==> src/rtl/bus_cycle_ctrl.sv <==
// Round-robin CPU/DMA bus-cycle arbiter with per-cycle timeout (NXM); grant one clock after request.
// CPU stalls via memWAIT until its cycle is acknowledged or timed out; requesters cannot abort a granted cycle.
module bus_cycle_ctrl #(
  parameter int TMO = 63
) (
  input  logic clk,
  input  logic rst,
  input  logic cpuREQ,
  input  logic cpuWR,
  input  logic dmaREQ,
  input  logic dmaWR,
  input  logic busACK,
  output logic busREQ,
  output logic busWR,
  output logic cpuGNT,
  output logic dmaGNT,
  output logic dmaDONE,
  output logic nxmERR,
  output logic memWAIT
);

  localparam int CW = $clog2(TMO);
  localparam logic [CW-1:0] CNT_LAST = CW'(TMO - 1);

  localparam logic OWN_CPU = 1'b0;
  localparam logic OWN_DMA = 1'b1;

  typedef enum logic [1:0] {
    ST_IDLE,
    ST_CPU,
    ST_DMA,
    ST_NXM
  } state_t;

  generate
    if (TMO < 2 || TMO > 255) begin : g_bad_tmo
      $error("bus_cycle_ctrl: TMO must be in 2..255");
    end
  endgenerate

  state_t        state, state_nxt;
  logic [CW-1:0] cnt, cnt_nxt;
  logic          owner, owner_nxt;
  logic          last_win, last_win_nxt;
  logic          wr_flag, wr_flag_nxt;
  logic          grant_cpu, grant_dma;

  always_ff @(posedge clk or posedge rst) begin
    if (rst) begin
      state    <= ST_IDLE;
      cnt      <= '0;
      owner    <= OWN_CPU;
      wr_flag  <= 1'b0;
      last_win <= OWN_DMA;
    end else begin
      state    <= state_nxt;
      cnt      <= cnt_nxt;
      owner    <= owner_nxt;
      wr_flag  <= wr_flag_nxt;
      last_win <= last_win_nxt;
    end
  end

  // On a tie the requester that lost last time wins.
  always_comb begin
    grant_cpu = cpuREQ && (!dmaREQ || (last_win == OWN_DMA));
    grant_dma = dmaREQ && (!cpuREQ || (last_win == OWN_CPU));
  end

  always_comb begin
    state_nxt    = state;
    cnt_nxt      = cnt;
    owner_nxt    = owner;
    wr_flag_nxt  = wr_flag;
    last_win_nxt = last_win;

    case (state)
      ST_IDLE: begin
        if (grant_cpu) begin
          state_nxt    = ST_CPU;
          cnt_nxt      = '0;
          owner_nxt    = OWN_CPU;
          last_win_nxt = OWN_CPU;
          wr_flag_nxt  = cpuWR;
        end else if (grant_dma) begin
          state_nxt    = ST_DMA;
          cnt_nxt      = '0;
          owner_nxt    = OWN_DMA;
          last_win_nxt = OWN_DMA;
          wr_flag_nxt  = dmaWR;
        end
      end
      ST_CPU, ST_DMA: begin
        // Acknowledge wins over a coincident timeout.
        if (busACK) begin
          state_nxt = ST_IDLE;
        end else if (cnt == CNT_LAST) begin
          state_nxt = ST_NXM;
        end else begin
          cnt_nxt = cnt + 1'b1;
        end
      end
      ST_NXM: begin
        state_nxt = ST_IDLE;
      end
      default: begin
        state_nxt = ST_IDLE;
      end
    endcase
  end

  always_comb begin
    busREQ  = (state == ST_CPU) || (state == ST_DMA);
    busWR   = busREQ && wr_flag;
    cpuGNT  = (state == ST_CPU);
    dmaGNT  = (state == ST_DMA);
    dmaDONE = (state == ST_DMA) && busACK;
    nxmERR  = (state == ST_NXM);
    memWAIT = cpuREQ && !(((state == ST_CPU) && busACK) ||
                          ((state == ST_NXM) && (owner == OWN_CPU)));
  end

  a_grant_excl : assert property (@(posedge clk) disable iff (rst) !(cpuGNT && dmaGNT));
  a_nxm_single : assert property (@(posedge clk) disable iff (rst) nxmERR |=> !nxmERR);

endmodule

==> config.mk <==
export PLATFORM = sky130hd
export DESIGN_NAME = bus_cycle_ctrl
export DESIGN_NICKNAME = d
export VERILOG_FILES = /design/src/rtl/bus_cycle_ctrl.sv
export SDC_FILE = /design/constraint.sdc
export NUM_CORES = 1
export LEC_CHECK = 0
export BUFFER_PORTS_ARGS = -buffer_cell sky130_fd_sc_hd__buf_2
export CORE_MARGIN = 8
export CORE_UTILIZATION = 30
export DETAILED_ROUTE_END_ITERATION = 7
export GPL_TIMING_DRIVEN = 0
export HOLD_SLACK_MARGIN = 0.08
export MAX_ROUTING_LAYER = met4
export PLACE_DENSITY = 0.59
export SKIP_CTS_REPAIR_TIMING = 1
export SKIP_LAST_GASP = 1
export SLEW_MARGIN = 25
export SYNTH_ARGS = -nofsm -noshare
export SYNTH_HDL_FRONTEND = slang
export SYNTH_SLANG_ARGS = --single-unit
==> constraint.sdc <==
create_clock -name clk -period 2.75 [get_ports clk]
set_input_delay 0.825 -clock clk [delete_from_list [all_inputs] [get_ports clk]]
set_output_delay 0.825 -clock clk [all_outputs]
set_load 0.02 [all_outputs]
==> results of run 1 <==
-- cells by family after synthesis --
family | after synthesis | share of synthesized area (%)
and+or+nand+nor | 35 | 24.60
DFF | 11 | 35.53
muxes | 2 | 2.572
adders and majority gates | 6 | 9.646
buffers and inverters | 9 | 6.430
AOI/OAI and AO/OA | 24 | 21.22
-- how the worst max path moves through the flow --
stage                     slack, ps     to  cells past startpoint
final                           230  busWR                      5
after global placement          520  busWR                      5
after global routing            100  busWR                      5
after CTS                       210  busWR                      5
after detailed placement        520  busWR                      5
after floorplan                 560  busWR                      4
-- metal layers --
| layer | up-vias | wire, um | GRT usage (%) |
|---|---|---|---|
| met5 | - | 0 | - |
| met4 | 0 | 48 | 6.266 |
| met3 | 5 | 38 | 1.678 |
| met2 | 11 | 889 | 13.98 |
| met1 | 326 | 728 | 9.538 |
| li1 | 354 | - | - |
-- cell usage in the layout (no fill, tap or decap), drive strengths merged --
master	instances
nor2	5
nand3	6
o21ai	7
o211ai	2
inv	6
nor2b	2
or3b	1
dfstp	1
mux2i	2
buf	16
a221o	2
a21o	1
a31oi	2
o311ai	2
a21oi	7
clkbuf	4
nor3b	1
or4b	1
dfrtp	10
o211a	1
nand2	10
or4	1
and4b	1
and2	4
ha	6
nand2b	1
nand4b	2
-- sequential cells by signal, summed over array words and instances, names as in the netlist --
| name | count |
|---|---|
| last_win | 1 |
| owner | 1 |
| cnt | 6 |
| state | 2 |
| wr_flag | 1 |
-- where the power goes --
group | switching [mW] | total (mW) | internal [mW]
registers | 0.0508 | 0.274 | 0.223
clock network | 0.0621 | 0.118 | 0.0563
logic | 0.340 | 0.562 | 0.222
total | 0.453 | 0.955 | 0.502
-- cell usage after synthesis (2+ instances only) --
| library cell | count |
|---|---|
| nor2b_1 | 2 |
| nor2_1 | 5 |
| and2_1 | 4 |
| ha_1 | 6 |
| buf_6 | 2 |
| a31oi_1 | 2 |
| o21ai_0 | 6 |
| dfrtp_1 | 10 |
| nand4b_1 | 2 |
| nand3_1 | 6 |
| a21oi_1 | 7 |
| o311ai_0 | 2 |
| o211ai_1 | 2 |
| inv_1 | 6 |
| nand2_1 | 10 |
| mux2i_1 | 2 |
-- layout make-up --
type                            count  area (um2)
Multi-Input combinational cell     67       451.7
Buffer                              3       27.53
Timing Repair Buffer               13       65.06
Sequential cell                    11       276.5
Inverter                            6       22.52
Clock buffer                        4       26.28
Tap cell                           30       37.54
Fill cell                         277        1570
-- worst max-delay path, cell delays in order, from the launching register on --
cell,delay (ps)
dfrtp_1,400
inv_1,70
ha_1,410
buf_2,250
and2_1,140
buf_2,150
-- stage by stage --
stage          hold slack [ps]  instances  power (mW)  setup WS [ps]
5_1_grt                  542.4        134       1.050          103.2
4_1_cts                  488.8        134      0.9684          211.1
2_1_floorplan            441.8         87      0.7070          556.8
6_report                 477.0        134      0.9547          229.5
3_3_place_gp             462.0        130      0.8379          520.1
3_5_place_dp             471.0        130      0.8477          523.7
==> results.sh, run 1 <==
export IMPL_cts_inserted_buffers=3
export IMPL_grtUsageTotal_pct=8.760
export IMPL_dpl_cell_area_um2=880.8
export IMPL_cap_violations=0
export IMPL_synth_area_leaders="dfrtp_1 (32%), ha_1 (9.6%), nand2_1 (4.8%)"
export IMPL_die_height_um=66.93
export IMPL_end_kind="primary output"
export IMPL_synth_area_um2=778.2
export IMPL_overflow=0
export IMPL_numPortBuffers=13
export IMPL_num_vias=696
export IMPL_yosysWarnings=0
export IMPL_yosysUniqueCellTypes=29
export IMPL_synth_seq_cells=11
export IMPL_routabilityCongestion=0.7932
export IMPL_core_area_mm2=0.002477
export IMPL_floorplan_initialDensity_pct=31.41
export IMPL_avgViaCountPerCell=5.194
export IMPL_crit_fanout=10
export IMPL_yosysTopAreaCell="dfrtp_1"
export IMPL_vdd_drop_max_mv=0.4170
export IMPL_skew_ps=2.152
export IMPL_period_needed_ps=2520
export IMPL_grt_pass1_wl_mm=2.918
export IMPL_rows=18
export IMPL_crit_arrival_ps=1700
export IMPL_slew_headroom_pct=68.56
export IMPL_drc=0
export IMPL_r2r_start="state[0]$_DFFE_PP0P_"
export IMPL_min_to="wr_flag$_DFFE_PP0P_"
export IMPL_die_area_mm2=0.004480
export IMPL_n_antenna_cell=0
export IMPL_drtAntennaViolNets=0
export IMPL_crit_start="state[1]$_DFFE_PP0P_"
export IMPL_yosysSeqAreaShare_pct=35.53
export IMPL_tritoncts="built"
export IMPL_setup_tns_final_ps=0
export IMPL_worstRegToRegCells=8
export IMPL_wire_per_inst_um=12.72
export IMPL_rsz0062_at_grt="no"
export IMPL_p_leak_nw=0.4325
export IMPL_drive_gt1_share_pct=21.15
export IMPL_post_route_period_util_pct=91.65
export IMPL_cp_start_kind="flip-flop"
export IMPL_worst_hold_path_type="flip-flop to flip-flop"
export IMPL_clockRootBuffer="clkbuf_4"
export IMPL_h_tree_depth=1
export IMPL_cts_clk_slew_worst_paths_ps=80
export IMPL_initialDrtViolationCount=13
export IMPL_cts_sinks=11
export IMPL_final_util_pct=36.62
export IMPL_required_ps=1930
export IMPL_hold_path_startpoint="wr_flag$_DFFE_PP0P_"
export IMPL_fin_nets=118
export IMPL_hold_viol=0
export IMPL_grt_max_degree=12
export IMPL_rr_endpoint="cnt[1]$_DFFE_PP0P_"
export IMPL_setup_viol=0
export IMPL_clockBufferDepth=2
export IMPL_r2r_slack_ps=800
export IMPL_io_pins=14
export IMPL_synth_edf_count=0
export IMPL_drtPass1Iterations=4
export IMPL_die_w_um=66.93
export IMPL_hpwlAfterDp_mm=1.317
export IMPL_holdPathStages=2
export IMPL_synthArstFlopShare_pct=100.0
export IMPL_synth_top_area_share_pct=32.15
export IMPL_powerDensity_mw_per_mm2=1052
export IMPL_tightestPinTransition_ps=471.2
export IMPL_maxSlewViolCount=0
export IMPL_path_class="flip-flop to primary output"
export IMPL_synthFlopType="dfrtp_1"
export IMPL_syn_inst=87
export IMPL_timing_fmax_mhz=396.8
export IMPL_grt_pass1_vias=650
export IMPL_synth_fp_nets=100
export IMPL_syn_to_final_growth_pct=16.56
export IMPL_syn_avg_cell_area_um2=8.945
export IMPL_antenna_found_initial=0
export IMPL_clkLatencyLatePin_ps=280
export IMPL_final_area_um2=907.1
export IMPL_status="finished clean"
export IMPL_drt_total_wl_mm=1.705
Power figures use the tool's default switching activity.
==> run 2, diff against run 1 <==
CORE_ASPECT_RATIO = 1.5   (was not set)
==> run 2 against run 1 <==
Maximum frequency shrank 0.87%; sequential cell count is the same; combinational power is essentially flat; routed wire length shrank 0.41%; clock-buffer cell count is the same; largest cell class unchanged; core utilization grew 0.10 points; clock skew grew 0.98 ps; worst setup slack lost 22 ps.
==> results.sh, run 2 (synthesis results as in run 1) <==
export IMPL_grt_max_degree=12
export IMPL_clockRootBuffer="clkbuf_4"
export IMPL_powerDensity_mw_per_mm2=1054
export IMPL_tightestPinTransition_ps=427.6
export IMPL_setup_viol=0
export IMPL_drive_gt1_share_pct=21.15
export IMPL_avgViaCountPerCell=5.367
export IMPL_grt_pass1_wl_mm=2.904
export IMPL_drtAntennaViolNets=0
export IMPL_final_common_cell="buf_2"
export IMPL_wire_per_inst_um=13.27
export IMPL_numPortBuffers=13
export IMPL_crit_arrival_ps=1720
export IMPL_p_total_uw=947.9
export IMPL_floorplan_initialDensity_pct=31.77
export IMPL_period_needed_ps=2543
export IMPL_drtPass1Iterations=4
export IMPL_tritoncts="built"
export IMPL_required_ps=1930
export IMPL_syn_to_final_growth_pct=15.59
export IMPL_hpwlAfterDp_mm=1.329
export IMPL_timing_fmax_mhz=393.3
export IMPL_setup_ws_ps=207.3
export IMPL_core_area_mm2=0.002450
export IMPL_setup_tns_final_ps=0
export IMPL_worst_hold_path_type="flip-flop to flip-flop"
export IMPL_cts_sinks=11
export IMPL_skew_ps=3.133
export IMPL_cts_clk_slew_worst_paths_ps=70
export IMPL_vdd_drop_max_mv=0.2831
export IMPL_place_ws_ps=484.3
export IMPL_largest_reg_flops=6
export IMPL_die_w_um=57.59
export IMPL_rows=22
export IMPL_rsz0062_at_grt="no"
export IMPL_grtUsageTotal_pct=8.297
export IMPL_hold_viol=0
export IMPL_end_kind="primary output"
export IMPL_path_class="flip-flop to primary output"
export IMPL_n_antenna_cell=0
export IMPL_drt_total_wl_mm=1.698
export IMPL_cp_start_kind="flip-flop"
export IMPL_fin_nets=118
export IMPL_routabilityCongestion=0.8577
export IMPL_clkLatencyLatePin_ps=260
export IMPL_p_leak_nw=0.4325
export IMPL_die_height_um=78.38
export IMPL_post_route_period_util_pct=92.46
export IMPL_final_util_pct=36.72
export IMPL_cap_violations=0
export IMPL_status="finished clean"
export IMPL_nFillCells=272
export IMPL_regMostFlops="cnt"
export IMPL_grt_pass1_vias=686
export IMPL_antenna_found_initial=0
export IMPL_drc=0
export IMPL_io_pins=14
export IMPL_cts_inserted_buffers=3
export IMPL_slew_headroom_pct=71.47
export IMPL_crit_fanout=10
export IMPL_layout_common_cells="buf_2 (14), nand2_1 (10), dfrtp_1 (10)"
export IMPL_num_vias=687
export IMPL_clockBufferDepth=2
export IMPL_reg_top3="cnt (6), state (2)"
export IMPL_overflow=0
export IMPL_die_area_mm2=0.004514
export IMPL_h_tree_depth=1
export IMPL_maxSlewViolCount=0
export IMPL_initialDrtViolationCount=13
-- run 2: cell counts in the layout (fill, tap and decap cells not counted) --
No cell type changed its count.
-- run 2: final timing paths --
kind | startpoint | to | slack (ps) | depth (start not counted)
worst max-delay path | state[1]$_DFFE_PP0P_ | busWR | 210 | 5
max in group asynchronous | rst | last_win$_DFFE_PP1P_ | 1880 | 2
worst min register to register | wr_flag$_DFFE_PP0P_ | wr_flag$_DFFE_PP0P_ | 490 | 2
min in group asynchronous | rst | cnt[0]$_DFFE_PP0P_ | 540 | 2
worst max register to register | state[0]$_DFFE_PP0P_ | cnt[1]$_DFFE_PP0P_ | 790 | 8
worst min-delay path | wr_flag$_DFFE_PP0P_ | wr_flag$_DFFE_PP0P_ | 490 | 2
-- run 2: area by class of cell --
class / instances / area, um2 / area share, %
clock buffers: 4 / 26.28 / 2.921
plain buffers: 3 / 27.53 / 3.060
well taps: 24 / 30.03 / 3.338
flip-flops and latches: 11 / 276.5 / 30.74
multi-input cells: 67 / 451.7 / 50.21
inverters: 6 / 22.52 / 2.503
repair buffers: 13 / 65.06 / 7.232
-- run 2: routing by layer --
metal | vias up | global-route usage (%) | routed length, um
met5 | - | - | 0
met4 | 0 | 6.045 | 46
met3 | 4 | 1.631 | 95
met2 | 14 | 14.72 | 877
met1 | 323 | 7.642 | 679
li1 | 346 | - | -
-- run 2: worst max-delay path, cell delays in order (launching register included) --
cell     delay [ps]
dfrtp_1         400
inv_1            80
ha_1            420
buf_2           250
and2_1          140
buf_2           150
-- run 2: per-stage QoR --
stage / std cells / area [um2] / hold WS (ps)
floorplan: 87 / 778.2 / 441.8
global placement: 124 / 873.3 / 462.4
detailed placement: 124 / 873.3 / 482.4
CTS: 128 / 899.6 / 505.5
global route: 128 / 899.6 / 535.0
finish: 128 / 899.6 / 491.1
-- run 2: power breakdown --
part / total, mW / internal, mW / switching [mW] / leakage [nW]
clock: 0.108 / 0.0561 / 0.0523 / 0.0150
combinational: 0.563 / 0.222 / 0.341 / 0.277
sequential: 0.276 / 0.223 / 0.0532 / 0.141
